File: src/rtl/leader_pkg.sv
// leader_pkg: shared widths, frame length and sync state encoding for the leader channel.
package leader_pkg;
  localparam int T_W = 5;
  localparam int L_W = 2;
  localparam int FRAME_LEN = 32;
  typedef enum logic {SEARCH = 1'b0, LOCK = 1'b1} state_e;
endpackage

File: src/rtl/leader_generator.sv
// leader_generator: maps frame index t to its 2-bit leader symbol.
// The high bit walks a binary de Bruijn sequence of order 5, so any 5 consecutive symbols pin down the phase.
module leader_generator
  import leader_pkg::*;
(
  input  logic [T_W-1:0] t,
  output logic [L_W-1:0] l
);
  localparam logic [FRAME_LEN-1:0] DB_SEQ = 32'b00000100011001010011101011011111;
  assign l = {DB_SEQ[~t], t[0] ^ t[2]};
endmodule

File: src/rtl/leader_sync.sv
// leader_sync: recovers and tracks the frame phase of a received leader symbol stream.
module leader_sync
  import leader_pkg::*;
#(
  parameter int unsigned CONFIRM_LEN = 8,
  parameter int unsigned ERR_LIMIT = 3
) (
  input  logic           clk,
  input  logic           rst_n,
  input  logic           sym_valid,
  input  logic [L_W-1:0] sym,
  output logic           locked,
  output logic [T_W-1:0] t_out,
  output logic           t_valid,
  output logic           sym_err
);
  state_e state_q, state_d;
  logic [T_W-1:0] p_q, p_d, t_out_q, t_out_d;
  logic [4:0] match_cnt_q, match_cnt_d;
  logic [2:0] err_cnt_q, err_cnt_d;
  logic locked_q, locked_d, t_valid_q, t_valid_d, sym_err_q, sym_err_d;
  logic [L_W-1:0] exp_sym;
  logic hit;
  leader_generator u_gen (.t(p_q), .l(exp_sym));
  assign hit = sym == exp_sym;
  always_comb begin
    state_d = state_q;
    p_d = p_q;
    match_cnt_d = match_cnt_q;
    err_cnt_d = err_cnt_q;
    locked_d = locked_q;
    t_out_d = t_out_q;
    t_valid_d = 1'b0;
    sym_err_d = 1'b0;
    if (sym_valid && state_q == SEARCH) begin
      p_d = hit ? p_q + T_W'(1) : p_q + T_W'(2);
      match_cnt_d = hit ? match_cnt_q + 5'd1 : 5'd0;
      if (hit && match_cnt_q + 5'd1 == 5'(CONFIRM_LEN)) begin
        state_d = LOCK;
        locked_d = 1'b1;
        t_out_d = p_q;
        err_cnt_d = 3'd0;
        match_cnt_d = 5'd0;
      end
    end else if (sym_valid) begin
      p_d = p_q + T_W'(1);
      t_out_d = p_q;
      t_valid_d = 1'b1;
      sym_err_d = !hit;
      err_cnt_d = hit ? 3'd0 : err_cnt_q + 3'd1;
      // the dropping symbol still reports its error but no longer a valid phase
      if (!hit && err_cnt_q + 3'd1 == 3'(ERR_LIMIT)) begin
        state_d = SEARCH;
        locked_d = 1'b0;
        match_cnt_d = 5'd0;
        err_cnt_d = 3'd0;
        t_valid_d = 1'b0;
      end
    end
  end
  always_ff @(posedge clk) begin
    if (!rst_n) begin
      state_q <= SEARCH;
      p_q <= '0;
      match_cnt_q <= '0;
      err_cnt_q <= '0;
      locked_q <= 1'b0;
      t_out_q <= '0;
      t_valid_q <= 1'b0;
      sym_err_q <= 1'b0;
    end else begin
      state_q <= state_d;
      p_q <= p_d;
      match_cnt_q <= match_cnt_d;
      err_cnt_q <= err_cnt_d;
      locked_q <= locked_d;
      t_out_q <= t_out_d;
      t_valid_q <= t_valid_d;
      sym_err_q <= sym_err_d;
    end
  end
  assign locked = locked_q;
  assign t_out = t_out_q;
  assign t_valid = t_valid_q;
  assign sym_err = sym_err_q;
endmodule

File: config.mk
export PLATFORM = sky130hd
export DESIGN_NAME = leader_sync
export DESIGN_NICKNAME = d
export VERILOG_FILES = /design/src/rtl/leader_pkg.sv /design/src/rtl/leader_generator.sv /design/src/rtl/leader_sync.sv
export SDC_FILE = /design/constraint.sdc
export NUM_CORES = 1
export LEC_CHECK = 0
export CORE_MARGIN = 4
export CORE_UTILIZATION = 53
export CTS_CLUSTER_DIAMETER = 60
export DETAILED_ROUTE_END_ITERATION = 7
export PLACE_DENSITY = 0.75
export SYNTH_ARGS = -nofsm -noshare
export SYNTH_HDL_FRONTEND = slang
export SYNTH_HIERARCHICAL = 1
export SYNTH_SLANG_ARGS = --single-unit
File: constraint.sdc
create_clock -name clk -period 3.24 [get_ports clk]
set_input_delay 0.81 -clock clk [delete_from_list [all_inputs] [get_ports clk]]
set_output_delay 0.81 -clock clk [all_outputs]
set_load 0.01 [all_outputs]
# [Yosys cells after proc, flatten, opt, wreduce, memory -nomap -nowiden]
# Memories as Yosys holds them, arrays and structs flattened.
# Cells that the tools add are included.
[totals] output_inout_bits=8 regBits=21 inputBits=5 memories=1 rom_bits=32 word_cells=54
[mem_list] name="(name not given)" words=32 width=1 rd=1 rd_ports_with_merged_regs=0 wr=0 line_no="leader_generator.sv:10" rtl="assign l = {DB_SEQ[~t], t[0] ^ t[2]};"
[classes] bitwise_logic=5 n_eq_ne=4 magnitude_cmp=1 add_sub_neg=4 n_mux=22 reduce_logical=10
[op_table] op="$mux 5" count=11
[op_table] op="$mux 3" count=5
[op_table] op="$add 5x1->5 const B" count=2
[op_table] op="$lt 5x6->1 const B" count=1
[op_table] op="$mux 1" count=6
[op_table] op="$add 5x2->5 const B" count=1
[op_table] op="$eq 5x4->1 const B" count=1
[op_table] op="$not 5->5" count=1
[op_table] op="$reduce_and 2->1" count=2
[op_table] op="$reduce_bool 2->1" count=2
[op_table] op="$add 3x1->3 const B" count=1
[op_table] op="$eq 3x2->1 const B" count=1
[op_table] op="$logic_and 1x1->1" count=3
[op_table] op="$not 1->1" count=3
[op_table] op="$reduce_and 3->1" count=1
[op_table] op="$reduce_or 3->1" count=1
[op_table] op="$eq 2x2->1" count=1
[op_table] op="$ne 2x1->1 const B" count=1
[op_table] op="$logic_not 1->1" count=1
[op_table] op="$xor 1x1->1" count=1

# [Depth between registers and ports, before layout]
[logic_depth] depth_word=9 ltp_mapped=10 depth_no_buf=9

# [By module]
# Netlist, hierarchy kept.
[modules_own_cells] mod="leader_sync" cells_each=127 seq_area_each_um2=420.4 instances=1 area_each_um2=1117.3
[modules_own_cells] mod="leader_generator" cells_each=13 seq_area_each_um2=0.0 instances=1 area_each_um2=103.8

# [Worst setup path before layout]
# OpenSTA, ideal clock, no wires.
[synth_timing] path_kind="register to register" from="reg p_q[1]" to="reg t_out_q[2] (netlist: t_out[2])" synth_period_minus_slack_ns=2.329 setup_slack_ns=0.911 t_arrival_ns=2.258 path_stages_with_launch=11 path_buffers=1 setup_time_ns=0.072 required_ns=3.168 cell_sequence="dfxtp_1 -> inv_1 -> ha_1 -> mux2_1 -> a211oi_1 -> a21oi_1 -> xnor2_2 -> and2_4 -> a41o_1 -> buf_2 -> mux2i_1"
[synth_via] elab_chain_len=7
[synth_rtl] element="from (decl)" line_no="leader_sync.sv:18" rtl="logic [T_W-1:0] p_q, p_d, t_out_q, t_out_d;"
[synth_rtl] element="from (signal assigned)" line_no="leader_sync.sv:73" rtl="p_q <= p_d;"
[synth_rtl] element="$not 5->5" line_no="leader_generator.sv:10"
[synth_rtl] element="$mem_v2 32x1"
[synth_rtl] element="$mux 1 (not written as such)" line_no="leader_generator.sv:10"
[synth_rtl] element="via exp_sym[1]" line_no="leader_sync.sv:22" rtl="logic [L_W-1:0] exp_sym;"
[synth_rtl] element="$eq 2x2->1" line_no="leader_sync.sv:25" rtl="assign hit = sym == exp_sym;"
[synth_rtl] element="$logic_and 1x1->1" line_no="leader_sync.sv:38" rtl="if (hit && match_cnt_q + 5'd1 == 5'(CONFIRM_LEN)) begin"
[synth_rtl] element="$ne 2x1->1 (no line)"
[synth_rtl] element="$reduce_and 2->1 (no line)"
[synth_rtl] element="to (signal assigned)" line_no="leader_sync.sv:77" rtl="t_out_q <= t_out_d;"
[synth_rtl] element="to (decl)" line_no="leader_sync.sv:18"
# The timed path passes the listed nets, and every way through them passes these cells. The select of a mux whose other input is x is not followed.
# A chain may end at the register's enable or synchronous reset.

# [Worst setup path in the final report]
[layout_timing] from="reg p_q[1]" to="reg t_out_q[4] (netlist: t_out[4])"
# The elaborated chain is that of the path after synthesis.

==> results by group <==
Outcome
  – Status: finished, final reports clean

STA
  – Hold Vio Cnt, Final: 0
  – Slew @ Worst Pin: around 0.5 ns
  – Setup_tns: 0 ns
  – Final setup fails: 0
  – RSZ-0062 raised after global routing: no
  – Worst hold slack: between 0.4 and 0.5 ns
  – Final Skew: about 0.0015 ns
  – Fin. max-slew vios: 0
  – Fin crit share: between 80 and 90%
  – Tmin final: between 2 and 3 ns
  – Max Fclk: roughly 370 MHz
  – Relative slew slack: between 60% and 70%

Clocking
  – # H-tree levels: 1
  – Post-CTS Resized: 0
  – Clk_lat worst skew: slightly below 0.3 ns
  – Hold Buf Count CTS: 0
  – TritonCTS clock tree: built
  – Clock Sink Count: 21
  – Clk root buf: clkbuf_4
  – Clock Tree Buf Depth: 2
  – Setup repair bufs after CTS: 0
  – Clk pin slew, worst setup/hold paths: ~0.11 ns
  – TritonCTS Buffers: 3

Worst setup path
  – Critical Path AT: ~2.9 ns
  – Worst-path cell chain: inv_1 > ha_1 > mux2_1 > a211oi_1 > a21oi_1 > xnor2_2 > and2_4 > a41o_1 > mux2i_1
  – Reg-to-Reg Start: p_q[1]
  – Critical Path RT: 3.47 ns
  – Slowest stage delay, CP: ~0.53 ns
  – CP startpoint: p_q[1]
  – Crit Path Category: flip-flop to flip-flop
  – Critical Path End Type: flip-flop
  – CP Max Fanout: 9
  – CP Launch Type: flip-flop
  – Critical path's slowest cell: dfxtp_1

Synthesis
  – Cell variety after synth: 47
  – Synth area leader: dfxtp_1
  – Main synth FF type: dfxtp_1
  – Register area share after synthesis: roughly 34%
  – Compound-gate portion of the synthesized area: approximately a fifth
  – Mux share of post-synthesis cell area: between 8 and 9%
  – Ys async rst share: 0%
  – Simple-Gate Fraction of Synth Area: 20.1%
  – Post-synthesis xor/xnor area fraction: 4.10%
  – Yosys Warn Count: 6
  – Largest family of logic cells by synthesized area: compound AO/OA/AOI/OAI gates
  – Synth Instances: 140
  – Post-synthesis cell area: ~1200 sq um
  – Synthesized flop and latch total: 21
  – Post-synth net total: ~150
  – Synth Area in Adders: under 10%
  – Synth top area cells: dfxtp_1 34%, mux2i_1 7.4%, ha_1 7.2%
  – Syn avg cell area: approximately 8.7 sq um
  – Post-synth top area share: between 30% and 40%
  – Post-synth EDFFs: 0

GRT
  – Gr ovfl total: 0
  – Total GRT Usage: roughly 17%
  – Pin count of the biggest net entering global routing: 16
  – Vias in the first global route: roughly 1000
  – Initial antenna violation count: 0
  – First-pass GRT wire length: about 4500 um

Routing
  – Final wirelength: 2490 um
  – Wl on met1: between 1000 and 1500 um
  – Top Layer Used: met3
  – DR iter-0 viols: 18
  – Met3 wire len: between 70 and 80 um
  – Vias/cell: roughly 5.7
  – Total iterations of the first detailed-routing run: 4
  – Met2 Wirelength: 1220 um
  – DR WL/cell: 13.8 um
  – Antenna-violating nets left: 0
  – Via count: around 1000
  – DRC errors left: 0

Floorplan
  – Die width: around 56 um
  – Chip height: ~56 um
  – Initial Utilization: 55.2%
  – I/O Pins: 13
  – Core area: ~2200 sq um
  – Num rows: 17
  – DIE AREA: between 3000 and 4000 sq um

Placed design
  – Gpl congestion: between 0.7 and 0.8
  – Post-DP HPWL: about 1900 um
  – PortBufs: 12

Power and ir drop
  – PwrDens: between 300 and 400 nW/um^2
  – Total power: between 0.4 and 0.5 mW
  – Worst VDD drop: about 0.23 mV
  – Leakage: approximately 0.57 nW

Layout
  – Layout Area Growth over Synthesis: 13.8%
  – Ant diodes: 0
  – Layout cell share with drive strength beyond 1: under 10%
  – Post-layout util: between 60% and 70%
  – Fin nets: ~170

Job
  – Max_cap viols: 0

Worst hold path
  – Hold_sp: t_out[1]
  – Hold Path Class: flip-flop to flip-flop
power breakdown:
part,internal [mW],switching [mW],leakage [nW]
Sequential,0.263,0.0119,0.170
Combinational,0.0368,0.0443,0.381
Clock,0.0479,0.0759,0.0150
kinds of logic (layout without fill, tap and decap cells):
logic type | count (synthesis) | in the layout
compound gates | 35 | 35
buf+inv | 15 | 27
fa+ha+maj | 7 | 7
simple gates | 48 | 48
xor+xnor | 4 | 4
flops | 21 | 21
mux | 10 | 10
placed cells by master, fill, tap and decap left out, types with 3 or more instances in the layout:
cell,n
clkdlybuf4s50_1,12
inv_1,10
nand2b_1,3
mux2i_1,9
clkbuf_4,3
nand2_1,21
ha_1,7
dfxtp_1,21
o22ai_1,3
a21oi_1,6
nor2_1,5
o21a_1,3
layer usage:
layer	up-vias	global-route usage, %
li1	525	-
met1	486	21.0
met2	21	30.2
met3	0	2.09
met4	0	6.10
met5	-	0
flip-flops by register name, summed over array words and instances, names as in the netlist:
signal       count
match_cnt_q      5
p_q              5
t_out            5
err_cnt_q        3
locked           1
sym_err          1
t_valid          1
worst paths after layout:
path / slack (ns) / end / cells after the start
max: 0.57 / t_out[4] / 9
min: 0.47 / t_out[1] / 2
max reg2reg: 0.57 / t_out[4] / 9
min reg2reg: 0.47 / t_out[1] / 2
cell usage after synthesis, types with 3 or more instances:
master,instances
nand2_1,21
mux2i_1,9
nor2_1,5
nand2b_1,3
o21a_1,3
a21oi_1,6
ha_1,7
o22ai_1,3
dfxtp_1,21
clkbuf_1,4
inv_1,10
critical path, delay by kind of cell (launching register included):
kind / cells / cell delay [ns]
fa+ha+maj: 1 / 0.19
buf+inv: 1 / 0.08
simple gates: 1 / 0.24
mux: 2 / 0.50
compound gates: 3 / 0.67
flops: 1 / 0.53
xor+xnor: 1 / 0.39
cell type report:
| class | count | area [sq um] |
|---|---|---|
| inverter | 10 | 37.5 |
| sequential | 21 | 420 |
| timing repair buffer | 13 | 128 |
| fill | 197 | 822 |
| multi-input combinational | 104 | 743 |
| clock buffer | 4 | 26.3 |
| tap | 28 | 35.0 |
stage by stage:
stage,std cells,setup WS (ns),cell area (sq um)
2_1_floorplan,140,0.911,1220
3_3_place_gp,176,0.673,1360
3_5_place_dp,176,0.596,1360
4_1_cts,180,0.555,1390
5_1_grt,180,0.315,1390
6_report,180,0.573,1390
(Power assumes the default switching activity.)
